## config.mk

```make
export PLATFORM = sky130hd
export DESIGN_NAME = prco_lmem_arb
export DESIGN_NICKNAME = d
export VERILOG_FILES = /design/src/rtl/prco_lmem_arb.sv
export SDC_FILE = /design/constraint.sdc
export NUM_CORES = 1
export LEC_CHECK = 0
export CORE_AREA = 2 2 211 213
export DETAILED_ROUTE_END_ITERATION = 16
export DIE_AREA = 0 0 213 215
export GPL_TIMING_DRIVEN = 0
export PLACE_DENSITY = 0.74
export SYNTH_ARGS = -nofsm -noshare
export SYNTH_HDL_FRONTEND = slang
export SYNTH_SLANG_ARGS = --single-unit
```

## constraint.sdc

```tcl
create_clock -name i_clk -period 3 [get_ports i_clk]
set_input_delay 0.6 -clock i_clk [delete_from_list [all_inputs] [get_ports i_clk]]
set_output_delay 0.6 -clock i_clk [all_outputs]
set_load 0.01 [all_outputs]
```

## src/rtl/prco_lmem_arb.sv

```systemverilog
// Two-requester local memory: one synchronous array, per-cycle arbiter, write-first registered data.
// Optional PRCO_LMEM_BOUNDS_EN rejects addresses >= DEPTH instead of wrapping them.
module prco_lmem_arb #(
    parameter int DATA_W = 16,
    parameter int DEPTH  = 32,
    parameter int ADDR_W = 16,
    parameter int RR_EN  = 1
) (
    input  logic              i_clk,
    input  logic              i_rst,
    input  logic              i_a_req,
    input  logic              i_a_we,
    input  logic [ADDR_W-1:0] i_a_addr,
    input  logic [DATA_W-1:0] i_a_din,
    output logic              q_a_gnt,
    output logic [DATA_W-1:0] q_a_dout,
    output logic              q_a_valid,
    input  logic              i_b_req,
    input  logic              i_b_we,
    input  logic [ADDR_W-1:0] i_b_addr,
    input  logic [DATA_W-1:0] i_b_din,
    output logic              q_b_gnt,
    output logic [DATA_W-1:0] q_b_dout,
    output logic              q_b_valid,
    output logic              q_err
);

    localparam int AW = (DEPTH > 1) ? $clog2(DEPTH) : 1;

    logic [DATA_W-1:0] mem [DEPTH];

    logic              last_b;
    logic              gnt_a;
    logic              gnt_b;
    logic              acc;
    logic              sel_we;
    logic [ADDR_W-1:0] sel_addr;
    logic [DATA_W-1:0] sel_din;
    logic [AW-1:0]     idx;
    logic              oob;
    logic              wr;
    logic [DATA_W-1:0] rdata;

    // Grants are suppressed while reset is held so no access can slip through.
    always_comb begin
        gnt_a = 1'b0;
        gnt_b = 1'b0;
        if (!i_rst) begin
            if (i_a_req && i_b_req) begin
                if ((RR_EN == 0) || last_b)
                    gnt_a = 1'b1;
                else
                    gnt_b = 1'b1;
            end else begin
                gnt_a = i_a_req;
                gnt_b = i_b_req;
            end
        end
    end

    assign acc      = gnt_a | gnt_b;
    assign sel_we   = gnt_b ? i_b_we   : i_a_we;
    assign sel_addr = gnt_b ? i_b_addr : i_a_addr;
    assign sel_din  = gnt_b ? i_b_din  : i_a_din;
    assign idx      = sel_addr[AW-1:0];

`ifdef PRCO_LMEM_BOUNDS_EN
    assign oob = (sel_addr >= ADDR_W'(DEPTH));
`else
    // Upper address bits are ignored so accesses alias modulo DEPTH.
    assign oob = 1'b0 & (|sel_addr);
`endif

    assign wr = acc & sel_we & ~oob;

    always_comb begin
        rdata = '0;
        if (!oob)
            rdata = sel_we ? sel_din : mem[idx];
    end

    always_ff @(posedge i_clk) begin
        if (!i_rst && wr)
            mem[idx] <= sel_din;
    end

    always_ff @(posedge i_clk or posedge i_rst) begin
        if (i_rst) begin
            q_a_dout  <= '0;
            q_b_dout  <= '0;
            q_a_valid <= 1'b0;
            q_b_valid <= 1'b0;
            q_err     <= 1'b0;
            last_b    <= 1'b1;
        end else begin
            q_a_valid <= gnt_a;
            q_b_valid <= gnt_b;
            q_err     <= acc & oob;
            if (gnt_a)
                q_a_dout <= rdata;
            if (gnt_b)
                q_b_dout <= rdata;
            if (acc)
                last_b <= gnt_b;
        end
    end

    assign q_a_gnt = gnt_a;
    assign q_b_gnt = gnt_b;

endmodule

```

==> flow_summary.rst <==
.. list-table::
   :header-rows: 1

   * - Metric
     - Value
   * - Run status
     - finished with violations
   * - Violated checks
     - negative setup slack
   * - Std-Cell Rows
     - 77
   * - Count of port buffers added during placement
     - 82
   * - Place WS
     - -1.99 ns
   * - Most frequent cell on the critical path
     - buf_12
   * - Slowest library cell on the worst path
     - dfstp_2
   * - Hold WS
     - 0.357 ns
   * - Final core utilization
     - 65.7%
   * - X dimension of the die
     - ~210 um
   * - Synth Area in Compound Gates
     - 7.34%
   * - Post-route total power
     - 17.7 mW
   * - Power Density
     - 617 nW/um^2
   * - Pleak
     - 10.0 nW
   * - Overall die area
     - 45800 um^2
   * - Clock tree from TritonCTS
     - done
   * - Setup clock skew after layout
     - 0.0224 ns
   * - Share of synthesized cell area in full adder, half adder and majority cells
     - 0%
   * - Average instance area after synthesis
     - 15.7 um^2
   * - Slew @ Worst Pin
     - 1.43 ns
   * - Worst Path Required
     - 3.49 ns
   * - Area share of the leading cell type in the synthesized netlist
     - 71.1%
   * - Crit path kind
     - reg2reg
   * - Area Overhead vs Synth
     - 32.6%
   * - Unique masters post-synth
     - 56
   * - Synthesized instance count
     - 1378
   * - Number of buffers on the longest clock path
     - 3
   * - Post-DP HPWL
     - 41.6 mm
   * - Worst supply voltage drop on vdd
     - 403 uV
   * - Post-synth EDFFs
     - 512
   * - Cells along the critical path
     - nand2_2 -> buf_6 -> and3_4 -> nor2_4 -> buf_12 -> buf_12 -> buf_16 -> mux4_2 -> a22oi_2 -> nand3_2 -> a22o_1
   * - Average via count per standard cell
     - 6.64
   * - Simple-gate portion of the synthesized area
     - 6.91%
   * - Worst Setup Start Kind
     - flop
   * - Largest fanout of any net on the critical path
     - 6
   * - Cell with the most instances after synthesis
     - edfxtp_1
   * - Count of maximum capacitance violations
     - 0
   * - Setup repair after global routing missed its margin
     - yes
   * - Element type at the critical path end
     - flop
   * - Net count after synthesis
     - 1448
   * - Cell types occupying the most area after synthesis
     - edfxtp_1, mux2i_1, dfrtp_1, nand2_1, mux4_2
   * - Synth Area in XOR/XNOR
     - 0%
   * - Fraction of synthesis flops using an asynchronous set or reset pin
     - 6.40%
   * - Top cell types by occurrence after synthesis
     - edfxtp_1, nand2_1, mux2i_1, nor2_1, a21oi_1
   * - Data arrival time at the worst-slack endpoint
     - around 3.8 ns
   * - Number of detailed-route iterations in the first pass
     - 9
   * - Clock net sink count
     - 547
   * - Cell chosen for the clock root
     - clkbuf_16
   * - Proportion of synthesized chip area in sequential cells
     - around 75%
   * - Kind of cell with the highest combined delay on the critical path
     - simple AND/OR/NAND/NOR gates
   * - Antenna violations before repair
     - 0
   * - Dominant combinational cell family by area after synthesis
     - multiplexers
   * - Number of endpoints with negative hold slack in the final report
     - 0
   * - Mux share of post-synthesis cell area
     - 8.66%
   * - Detailed router's first-iteration violation count
     - approximately 2600
   * - Count of vias placed by the detailed router
     - 15400
   * - Total global routing overflow
     - 0
   * - Number of nets in the layout
     - 1756
   * - Clock-pin slew on the worst setup and hold paths
     - 0.06 ns
   * - Number of nets still failing antenna checks after routing
     - 0
   * - Clock buffers created by TritonCTS
     - 52
   * - Io pins
     - 107
   * - Core footprint
     - 43600 um^2
   * - Post-detailed-route DRC marker count
     - 0
   * - Cell accounting for the most synthesized area
     - edfxtp_1
   * - CTS H-Tree Depth
     - 2
   * - Global-route wire length before repair
     - 98.5 mm
   * - Post-route setup slack
     - -0.279 ns
   * - Worst hold path class
     - in2async
   * - CTS hold repair buffers
     - 0
   * - Setup violators final
     - 271
   * - Crit path buf inv count
     - 4
   * - Via count of the first global-routing pass
     - between 10000 and 15000
   * - Synthesized flop and latch total
     - between 500 and 600
   * - Detailed-route wire length
     - 76.9 mm
   * - Total standard cell area after synthesis
     - about 22000 um^2
   * - Highest clock frequency the design can meet
     - 0.305 GHz
   * - Initial standard-cell utilization of the core
     - 49.5%
   * - Pin count of the biggest net entering global routing
     - 34
   * - Overall die height
     - ~220 um
   * - Yosys warns
     - 0
   * - Share of layout cells above drive strength 1
     - 30.4%
   * - All-Layer GR Usage
     - 30.4%
   * - Number of antenna cells inserted
     - 0
   * - Gpl congestion
     - 0.910
   * - Time the final worst path needs with I/O delays and setup
     - roughly 3.3 ns
   * - Total count of max-transition violations in the final report
     - 0
   * - Avg WL per Cell
     - 33.1 um
   * - Max incr delay on CP
     - 0.56 ns
   * - Portion of the clock cycle consumed by the worst path in the final layout
     - 109%
   * - Setup TNS
     - -16.75 ns
   * - Relative slew margins
     - 4.13%
   * - Clk_lat worst skew
     - 0.60 ns
   * - Predominant post-synthesis flop cell
     - edfxtp_1
## stage by stage
stage	instance area [um^2]	instances
after global routing	28700	2319
after floorplan	21700	1378
after global placement	23300	2052
after detailed placement	23900	2077
after CTS	27500	2260
final	28700	2319
## registers in the layout, indices dropped and copies added, names as in the netlist
name and cells:
mem 512, last_b 1, q_a_dout 16, q_b_dout 16, q_a_valid 1, q_b_valid 1
## layout make-up
cell class                 count  area [um^2]
tap                          592          741
multi-input combinational    743         6050
inverter                      15         65.1
buffer                        72          812
clock buffer                  62         1380
sequential                   547        16300
timing repair inverter         1         5.00
timing repair buffer         254         3060
fill                        2699        15000
clock inverter                33          298
## cell families (layout without fill, tap and decap cells)
group                  after synthesis  in the layout
flip-flops                         547            547
AND/OR/NAND/NOR                    341            341
AO/OA/AOI/OAI                      247            247
multiplexers                       154            154
buffers and inverters               88            437
other                                1              1
## routing by layer
metal | track usage [%] | up-vias | share of wire, %
met1 | 39.0 | 7404 | 32
met4 | 16.6 | 0 | 8.6
li1 | - | 5990 | -
met3 | 8.36 | 416 | 15
met2 | 47.0 | 1596 | 44
met5 | 0 | - | 0
## placed cells by master, fill, tap and decap left out, types with 13 or more instances in the layout
cell and n:
a22o_1 22, clkbuf_16 61, buf_4 89, o21ai_2 22
nor2_4 34, nand2_1 166, nand2_2 14, buf_12 46
nor2_1 37, clkinv_2 13, a21oi_1 61, o22ai_1 39
o21ai_0 26, nand3_1 16, dfrtp_1 34, mux2i_2 18
mux4_2 26, mux2i_1 99, clkbuf_1 17, edfxtp_1 512
buf_8 25, buf_6 32, clkdlybuf4s50_1 76
## worst paths after layout
path | startpoint | endpoint | slack, ns | cells after the start
max | last_b$_DFFE_PP1P_ | q_a_dout[14]$_DFFE_PP0P_ | -0.28 | 11
min | i_rst | q_b_dout[3]$_DFFE_PP0N_ | 0.36 | 3
max reg2reg | last_b$_DFFE_PP1P_ | q_a_dout[14]$_DFFE_PP0P_ | -0.28 | 11
min reg2reg | q_a_dout[4]$_DFFE_PP0P_ | q_a_dout[4]$_DFFE_PP0P_ | 0.49 | 2
max in group asynchronous | i_rst | q_a_dout[7]$_DFFE_PP0P_ | 2.11 | 2
min in group i_clk | i_a_req | last_b$_DFFE_PP1P_ | 0.39 | 2
## where the power goes
| part | total, mW | internal, mW | switching [mW] |
|---|---|---|---|
| sequential | 8.66 | 8.58 | 0.0807 |
| combinational | 2.41 | 1.02 | 1.39 |
| clock | 6.61 | 3.71 | 2.90 |
## worst reg2reg max path: stages (launching register included)
cell and delay, ns:
dfstp_2 0.56, nand2_2 0.09, buf_6 0.15, and3_4 0.19, nor2_4 0.24, buf_12 0.20
buf_12 0.12, buf_16 0.14, mux4_2 0.54, a22oi_2 0.47, nand3_2 0.21, a22o_1 0.24
## what timing repair did
action / CTS / global route
buffers inserted: 85 / 52
setup endpoints to repair: 642 / 470
gates resized for setup: 262 / 139
gates cloned: 3 / 8
pin swaps: 62 / 53
Note: power is estimated with default switching activity, not from simulation.
